==> src/rtl/icache_refill_ctrl.sv <==
// icache_refill_ctrl
// Miss-refill sequencer between the instruction cache and its AXI read port.
// Takes one line miss and issues one AXI read burst for the whole line. It
// assembles the returned beats into a line buffer and presents the line to the
// cache for a single cycle. A frontend flush cancels the refill: the burst
// still in flight is drained and discarded, so no AXI handshake is abandoned.
// Optional feature macro: ICACHE_REFILL_CRITICAL_WORD_FIRST_EN. When it is
// defined, the controller issues a WRAP burst that starts at the missing beat.
module icache_refill_ctrl #(
  parameter int ADDR_WIDTH = 32,
  parameter int DATA_WIDTH = 64,
  parameter int LINE_BYTES = 32,
  parameter int AXI_ID     = 0
) (
  input  logic                    clk,
  input  logic                    rst,
  input  logic                    miss_req,
  input  logic [ADDR_WIDTH-1:0]   miss_addr,
  output logic                    miss_ready,
  input  logic                    flush,
  output logic                    refill_valid,
  output logic [ADDR_WIDTH-1:0]   refill_addr,
  output logic [LINE_BYTES*8-1:0] refill_data,
  output logic                    refill_err,
  output logic                    busy,
  output logic                    ar_valid,
  input  logic                    ar_ready,
  output logic [ADDR_WIDTH-1:0]   ar_addr,
  output logic [7:0]              ar_len,
  output logic [2:0]              ar_size,
  output logic [1:0]              ar_burst,
  output logic [3:0]              ar_id,
  input  logic                    r_valid,
  output logic                    r_ready,
  input  logic [DATA_WIDTH-1:0]   r_data,
  input  logic [1:0]              r_resp,
  input  logic                    r_last
);

  localparam int LINE_W     = LINE_BYTES * 8;
  localparam int BEATS      = LINE_W / DATA_WIDTH;
  localparam int CNT_W      = $clog2(BEATS);
  localparam int LINE_OFF_W = $clog2(LINE_BYTES);
  localparam int BEAT_OFF_W = $clog2(DATA_WIDTH / 8);

  typedef enum logic [2:0] {S_IDLE, S_AR, S_RDATA, S_DRAIN, S_DONE} state_t;

  state_t                r_state, w_next_state;
  logic [ADDR_WIDTH-1:0] r_line_addr;
  logic [ADDR_WIDTH-1:0] r_ar_addr;
  logic [LINE_W-1:0]     r_line;
  logic [CNT_W-1:0]      r_cnt;       // buffer slot for the next beat
  logic [CNT_W-1:0]      r_beat;      // beats received, used for completion
  logic                  r_cancel;    // a flush arrived while the burst was live
  logic                  r_err;       // line saw a bus or protocol error
  logic                  r_done_err;  // line complete but burst still running
  logic                  w_accept;
  logic                  w_beat;
  logic                  w_final;
  logic                  w_flush_pending;
  logic                  w_set_done_err;
  logic [ADDR_WIDTH-1:0] w_line_base;

  assign w_line_base     = {miss_addr[ADDR_WIDTH-1:LINE_OFF_W], {LINE_OFF_W{1'b0}}};
  assign w_accept        = (r_state == S_IDLE) && miss_req && !flush;
  assign w_beat          = (r_state == S_RDATA) && r_valid;
  assign w_final         = (r_beat == CNT_W'(BEATS - 1));
  assign w_flush_pending = r_cancel || flush;

  assign ar_addr     = r_ar_addr;
  assign ar_len      = 8'(BEATS - 1);
  assign ar_size     = 3'(BEAT_OFF_W);
  assign ar_id       = 4'(AXI_ID);
  assign refill_addr = r_line_addr;
  assign refill_data = r_line;

`ifdef ICACHE_REFILL_CRITICAL_WORD_FIRST_EN
  logic [ADDR_WIDTH-1:0] w_beat_base;
  logic [CNT_W-1:0]      w_start_slot;
  assign w_beat_base  = {miss_addr[ADDR_WIDTH-1:BEAT_OFF_W], {BEAT_OFF_W{1'b0}}};
  assign w_start_slot = miss_addr[LINE_OFF_W-1:BEAT_OFF_W];
  assign ar_burst     = 2'b10;
`else
  assign ar_burst     = 2'b01;
`endif

  // State register.
  always_ff @(posedge clk) begin
    // NOTE: sequential state uses non-blocking assignments, so every flop
    // samples the values from before the clock edge.
    if (rst) r_state <= S_IDLE;
    else     r_state <= w_next_state;
  end

  // Next-state logic and per-state handshake and refill outputs.
  always_comb begin
    // NOTE: every signal gets a default value first, so no branch can leave
    // a signal unassigned and infer a latch.
    w_next_state   = r_state;
    w_set_done_err = 1'b0;
    miss_ready     = 1'b0;
    busy           = 1'b1;
    ar_valid       = 1'b0;
    r_ready        = 1'b0;
    refill_valid   = 1'b0;
    refill_err     = 1'b0;
    case (r_state)
      S_IDLE: begin
        miss_ready = 1'b1;
        busy       = 1'b0;
        if (w_accept) w_next_state = S_AR;
      end
      S_AR: begin
        // ar_valid stays high through a flush; AXI forbids withdrawing it.
        ar_valid = 1'b1;
        if (ar_ready) w_next_state = w_flush_pending ? S_DRAIN : S_RDATA;
      end
      S_RDATA: begin
        r_ready = 1'b1;
        if (flush) begin
          w_next_state = (r_valid && r_last) ? S_IDLE : S_DRAIN;
        end else if (r_valid) begin
          if (r_last) begin
            w_next_state = S_DONE;
          end else if (w_final) begin
            // The line is full but the slave keeps sending beats. Drain them,
            // then report the line with an error.
            w_next_state   = S_DRAIN;
            w_set_done_err = 1'b1;
          end
        end
      end
      S_DRAIN: begin
        r_ready = 1'b1;
        if (r_valid && r_last)
          w_next_state = (r_done_err && !w_flush_pending) ? S_DONE : S_IDLE;
      end
      S_DONE: begin
        refill_valid = !flush;
        refill_err   = r_err && !flush;
        w_next_state = S_IDLE;
      end
      default: w_next_state = S_IDLE;
    endcase
  end

  // Request capture, beat collection and the error and cancel flags.
  always_ff @(posedge clk) begin
    if (rst) begin
      // NOTE: the line buffer is reset together with the control state so
      // that refill_data has a defined value straight out of reset.
      r_line_addr <= '0;
      r_ar_addr   <= '0;
      r_line      <= '0;
      r_cnt       <= '0;
      r_beat      <= '0;
      r_cancel    <= 1'b0;
      r_err       <= 1'b0;
      r_done_err  <= 1'b0;
    end else begin
      if (w_accept) begin
        r_line_addr <= w_line_base;
        r_beat      <= '0;
        r_cancel    <= 1'b0;
        r_err       <= 1'b0;
        r_done_err  <= 1'b0;
`ifdef ICACHE_REFILL_CRITICAL_WORD_FIRST_EN
        r_ar_addr   <= w_beat_base;
        r_cnt       <= w_start_slot;
`else
        r_ar_addr   <= w_line_base;
        r_cnt       <= '0;
`endif
      end
      if (flush && (r_state == S_AR || r_state == S_RDATA || r_state == S_DRAIN))
        r_cancel <= 1'b1;
      if (w_beat) begin
        r_line[r_cnt*DATA_WIDTH +: DATA_WIDTH] <= r_data;
        r_cnt  <= r_cnt + CNT_W'(1);
        r_beat <= r_beat + CNT_W'(1);
        // Flag slave errors, an early r_last, or a missing r_last.
        if (r_resp[1] || (r_last != w_final)) r_err <= 1'b1;
      end
      if (w_set_done_err) r_done_err <= 1'b1;
    end
  end

endmodule

==> config.mk <==
export PLATFORM = sky130hd
export DESIGN_NAME = icache_refill_ctrl
export DESIGN_NICKNAME = d
export VERILOG_FILES = /design/src/rtl/icache_refill_ctrl.sv
export SDC_FILE = /design/constraint.sdc
export NUM_CORES = 1
export LEC_CHECK = 0
export ABC_AREA = 0
export ABC_CLOCK_PERIOD_IN_PS = 2360
export CAP_MARGIN = 5
export CORE_AREA = 5 5 170 172
export CTS_BUF_LIST = sky130_fd_sc_hd__clkbuf_4 sky130_fd_sc_hd__clkbuf_8 sky130_fd_sc_hd__clkbuf_16
export CTS_CLUSTER_SIZE = 16
export DETAILED_ROUTE_END_ITERATION = 8
export DIE_AREA = 0 0 175 177
export GPL_ROUTABILITY_DRIVEN = 1
export PLACE_DENSITY = 0.86
export SYNTH_ARGS = -nofsm -noshare
export SYNTH_HDL_FRONTEND = slang
export SYNTH_SLANG_ARGS = --single-unit
==> constraint.sdc <==
create_clock -name clk -period 2.36 [get_ports clk]
set_clock_uncertainty 0.05 [all_clocks]
set_input_delay 0.472 -clock clk [delete_from_list [all_inputs] [get_ports clk]]
set_output_delay 0.472 -clock clk [all_outputs]
set_load 0.02 [all_outputs]
# [After elaboration in Yosys (flattened, before gate mapping)]
# Index checks and enable logic that the tools add are counted.
[totals] regBits=293 word_cells=75
[op_classes] eq_ne=11 n_reduce_logical=19 n_mux=32 n_addsub=3 shift=2
[ops] operator="$bwmux W256" n=1
[ops] operator="$shift A64 B34 Y256 const A" n=1
[ops] operator="$shiftx A64 B34 Y256" n=1
[ops] operator="$neg A8 Y34" n=1
[ops] operator="$mux W3" n=8
[ops] operator="$mux W1" n=18
[ops] operator="$pmux W3 S4" n=1
[ops] operator="$mux W2" n=4
[ops] operator="$logic_and A1 B1 Y1" n=7
[ops] operator="$eq A3 B2 Y1 const B" n=2
[ops] operator="$ne A2 B2 Y1 const B" n=3
[ops] operator="$reduce_bool A2 Y1" n=3
[ops] operator="$reduce_and A5 Y1" n=1
[ops] operator="$add A2 B1 Y2 const B" n=2
[ops] operator="$logic_or A1 B1 Y1" n=4
[ops] operator="$ne A4 B4 Y1 const B" n=1
[ops] operator="$eq A3 B1 Y1 const B" n=1
[ops] operator="$eq A3 B3 Y1 const B" n=1
[ops] operator="$logic_not A3 Y1" n=1
[ops] operator="$ne A3 B3 Y1 const B" n=1
[ops] operator="$eq A2 B2 Y1 const B" n=1
[ops] operator="$logic_not A1 Y1" n=2
[ops] operator="$reduce_or A2 Y1" n=1
[ops] operator="$ne A1 B1 Y1" n=1

# [Longest topological paths before layout]
[depth] word_depth=7 depth_mapped=8

# [Least setup slack after synthesis]
# Ideal clock, no wire load.
[synth_timing] kind="reg-to-reg" startpoint="reg r_cnt[0]" endpoint="reg r_line[180] (netlist: refill_data[180])" t_required_ns=2.240 arrival_time_ns=1.893 path_stages_with_launch=8 n_path_buf=1 slack_ns=0.347 synth_period_minus_slack_ns=2.013 path_cell_list="dfxtp_1 > inv_1 > ha_1 > nand2b_1 > nor2_1 > clkbuf_1 > nand3_1 > a21oi_1"
[synth_via] elab_chain_cells=3 elab_cells_between_ends=4 cone_classes="1 x add/sub; 2 x shift; 1 x mux"
[synth_rtl] element="start, declared" line="52" text="logic [CNT_W-1:0] r_cnt;"
[synth_rtl] element="start signal, assigned" line="179" text="r_cnt <= r_cnt + CNT_W'(1);"
[synth_rtl] element="$neg A8 Y34 *" line="178" text="r_line[r_cnt*DATA_WIDTH +: DATA_WIDTH] <= r_data;"
[synth_rtl] element="$shiftx A64 B34 Y256 / $shift A64 B34 Y256 (equally long branches)" line="178"
[synth_rtl] element="$bwmux W256 *" line="178"
[synth_rtl] element="end signal, assigned by index" line="178"
[synth_rtl] element="end, declared" line="51" text="logic [LINE_W-1:0] r_line;"
# Mark *: on every way between the ends. The rest lies on a longest branch, timed or not.
# A chain may end at the register's enable or synchronous reset.

# [Final worst setup path]
[layout_timing] startpoint="reg r_state[1]" endpoint="out refill_valid"
[layout_via] elab_chain_cells=2
[layout_rtl] element="start, declared" line="48" text="state_t r_state, w_next_state;"
[layout_rtl] element="start signal, assigned" line="92" text="else r_state <= w_next_state;"
[layout_rtl] element="$eq A3 B3 Y1" line="107" text="case (r_state)"
[layout_rtl] element="$mux W1" line="107"
[layout_rtl] element="end, declared" line="21" text="output logic refill_valid,"
# Every way passes these cells.

==> results.txt <==
* Run status: finished, final reports clean
- The tree is rooted in a clkbuf_16.
- Sequential-to-total area share from yosys stat: 54.0%
* Worst VDD drop: 0.597 mV
* Buffers inserted by post-CTS timing repair: 0
- Portion of total power attributed to sequential cells: 43.4%
- Dividing total power by cell area gives a power density of 735 mW/mm².
- The synthesized design spends more area on one cell type than any other, namely dfxtp_1.
* Number of synthesized flops with an enable pin: 0
* Final period util: 95.4%
* Average instance area after synthesis: 8.64 µm²
* Register clock-pin slew on the reported worst setup and hold paths: 0.06 ns
- Post-route antenna net violation count: 0
- Fin cells: 1971
- In this run, post-CTS repair resized a total of 9 instances.
* Average wire length per cell after detail routing: 19.9 µm
- Achievable clock frequency: 0.444 GHz
- Effective utilization at floorplan: 39.8%
* Number of max-cap violations: 0
- The clock passes through at most 3 buffers.
- The synthesized netlist contains 36 unique library cells.
- In this run the tightest slew margin relative to its limit is 49.0%.
- Worst-case hold slack: 0.0952 ns
- Summed over all cells, the static leakage comes to 5.61 nW.
* Hold/Removal Path Class: input pin to register
- In this run, post-CTS hold repair placed 0 buffers.
- Arr. time, crit path: 1.73 ns
- Startpoint types: register
- Remaining routing DRC violations: 0
* Cts bufs inserted: 31
- The mapped netlist covers 0.0109 mm².
- Summed over its instances, the top area cell type makes up 54.0% of the synthesized netlist area.
- Crit path time final: 2.25 ns
- Data on the critical path is required at its endpoint by 1.84 ns.
- The number of cells on the worst reg-to-reg path is 6.
- Synthesized instance count: 1257
* Routed via count divided by cell count: 5.41
- Number of filler cells placed in the layout: 2213
* 1st-iter DRT viols: 886
- Tightest Pin Transition: 0.765 ns
- The Yosys step of the flow raised 0 warnings.
- Of the total power, combinational logic draws 13.6%.
* Number of flip-flops and latches in the synthesized netlist: 293
* Total congestion overflow after global routing: 0
- Cells taking the most area after synthesis: dfxtp_1 (54%), a21oi_1 (10%), nand3_1 (8.8%)
- Clock power frac: 43.0%
* Antenna Diode Count: 0
* Vert. Die Dim: 177 µm
- TritonCTS clock tree: done
- Global-route wire length before repair: 59400 µm
- Number of placed cells counting well taps: 1915
- Largest fanout of any net on the critical path: 10
- The via count of the first global-routing pass was 10500.
- Area growth, synth to finish: 49.4%
* Leading register cell type out of synthesis: dfxtp_1
- Internal power consumption: 8.87 mW
- Pin count of the biggest net entering global routing: 170
- CTS saw 293 sinks.
* Number of rows created at floorplan: 61
- For this run, asynchronously set or reset flops after synthesis account for 0%.
* Via count of the routed design: 10700
- Worst setup path class: register to output port
- Global routing used 23.7% of the available tracks.
- Count of final max-slew check failures: 0
- Net count reported at finish: 1714
- The routed design has 39300 µm of wire.
* Die extent in x: 175 µm
- Area enclosed by the die boundary: 0.0310 mm²
- Clk Latency, worst-skew pair: 0.55 ns
- Post-detail-place hpwl: 26200 µm
- Routability-driven placement finished with a final weighted congestion of 0.873.
- The total count of hold-check failures in the final report was 0.
- Net switching component of the power: 3.06 mW
* I/O pins: 448
- Number of H-tree levels: 1
- Initial antenna violation count: 0
- Of the cells placed in the final design, the portion with a size suffix greater than 1 is 6.65%.
* Hold depth: 2
* Floorplan core area: 0.0273 mm²
* Final setup violation count: 0
- Net switching is 25.7% of the power.
* Crit end category: output port
- Setup repair after global routing missed its margin: no
* Pre-Repair DR Iteration Count: 5
- Buffers on Ports: 414
synth_stat cells, drive strengths merged (4+ instances only):
| master | number |
|---|---|
| inv | 7 |
| and2 | 6 |
| o21ai | 5 |
| a21oi | 226 |
| dfxtp | 293 |
| nand3b | 4 |
| buf | 108 |
| nor3 | 4 |
| nor2b | 4 |
| a22o | 64 |
| clkbuf | 53 |
| ha | 7 |
| nand2 | 255 |
| nand3 | 192 |
| nor2 | 8 |
worst max-delay path: stages (launching register included):
cell,delay (ns)
dfxtp_2,0.37
nor2_2,0.16
and3_1,0.21
buf_4,0.11
dlygate4sd2_1,0.34
placed cells by master, fill, tap and decap left out, types with 6 or more instances in the layout:
cell type,netlist,routed
ha_1,7,7
nand3_1,192,192
clkbuf_8,0,8
clkdlybuf4s50_1,0,407
conb_1,2,27
nand2_1,254,251
a21oi_1,226,225
inv_1,7,7
nor2_1,8,6
buf_4,61,15
a22o_1,64,64
buf_12,0,19
dfxtp_1,293,290
clkbuf_16,0,31
final timing paths:
path,start,endpoint,slack (ns)
worst max-delay path,r_state[1]$_SDFFE_PP0P_,refill_valid,0.11
worst min-delay path,rst,r_cnt[1]$_SDFFE_PP0P_,0.1
worst max register to register,r_cnt[1]$_SDFFE_PP0P_,refill_data[84]$_SDFFE_PP0P_,0.31
worst min register to register,refill_data[228]$_SDFFE_PP0P_,refill_data[228]$_SDFFE_PP0P_,0.40
cell type report:
cell class / count / area [µm²] / share of cell area (%)
clock buffers: 44 / 923 / 5.69
well taps: 346 / 433 / 2.67
flip-flops and latches: 293 / 5870 / 36.2
multi-input cells: 821 / 4180 / 25.8
clock inverters: 12 / 173 / 1.06
inverters: 7 / 26.3 / 0.162
repair buffers: 448 / 4630 / 28.5
registers in the layout, summed over array words and instances, names as in the netlist:
register and count:
refill_data 256, refill_addr 27, r_state 3, r_beat 2, r_cnt 2, r_cancel 1, r_done_err 1, r_err 1
layer usage:
layer	track usage, %	routed length, µm	vias to the layer above
met3	5.62	3440	111
met5	0	0	-
li1	-	-	4910
met4	10.3	1710	0
met2	41.9	19400	585
met1	27.6	14800	5065
cells by family after synthesis:
| kind of cell | count (synthesis) | synth area share (%) |
|---|---|---|
| and+or+nand+nor | 481 | 19.7 |
| AOI/OAI and AO/OA | 304 | 16.4 |
| DFF | 293 | 54.0 |
| buffers and inverters | 168 | 8.77 |
| adders and majority gates | 7 | 0.806 |
| muxes | 2 | 0.184 |
| other | 2 | 0.0691 |
metrics by stage:
stage	power (mW)	worst slack [ns]	instance area, µm²	util (%)	setup TNS (ns)
floorplan	6.14	0.347	11000	-	0
global placement	6.87	-0.0932	15100	55.4	-0.152
detailed placement	6.91	-0.0731	15100	55.4	-0.115
CTS	12.0	0.00623	16200	59.4	0
global route	12.3	0.0277	16200	59.4	0
finish	11.9	0.109	16200	59.4	0
power groups by stage:
| stage | registers [mW] | logic [mW] | clock network [mW] |
|---|---|---|---|
| after floorplan | 5.38 | 0.762 | 0 |
| after global placement | 5.27 | 1.60 | 0 |
| final | 5.18 | 1.62 | 5.13 |
| after detailed placement | 5.28 | 1.63 | 0 |
| after CTS | 5.17 | 1.62 | 5.22 |
| after global routing | 5.19 | 1.72 | 5.44 |
Note: power is estimated with default switching activity, not from simulation.
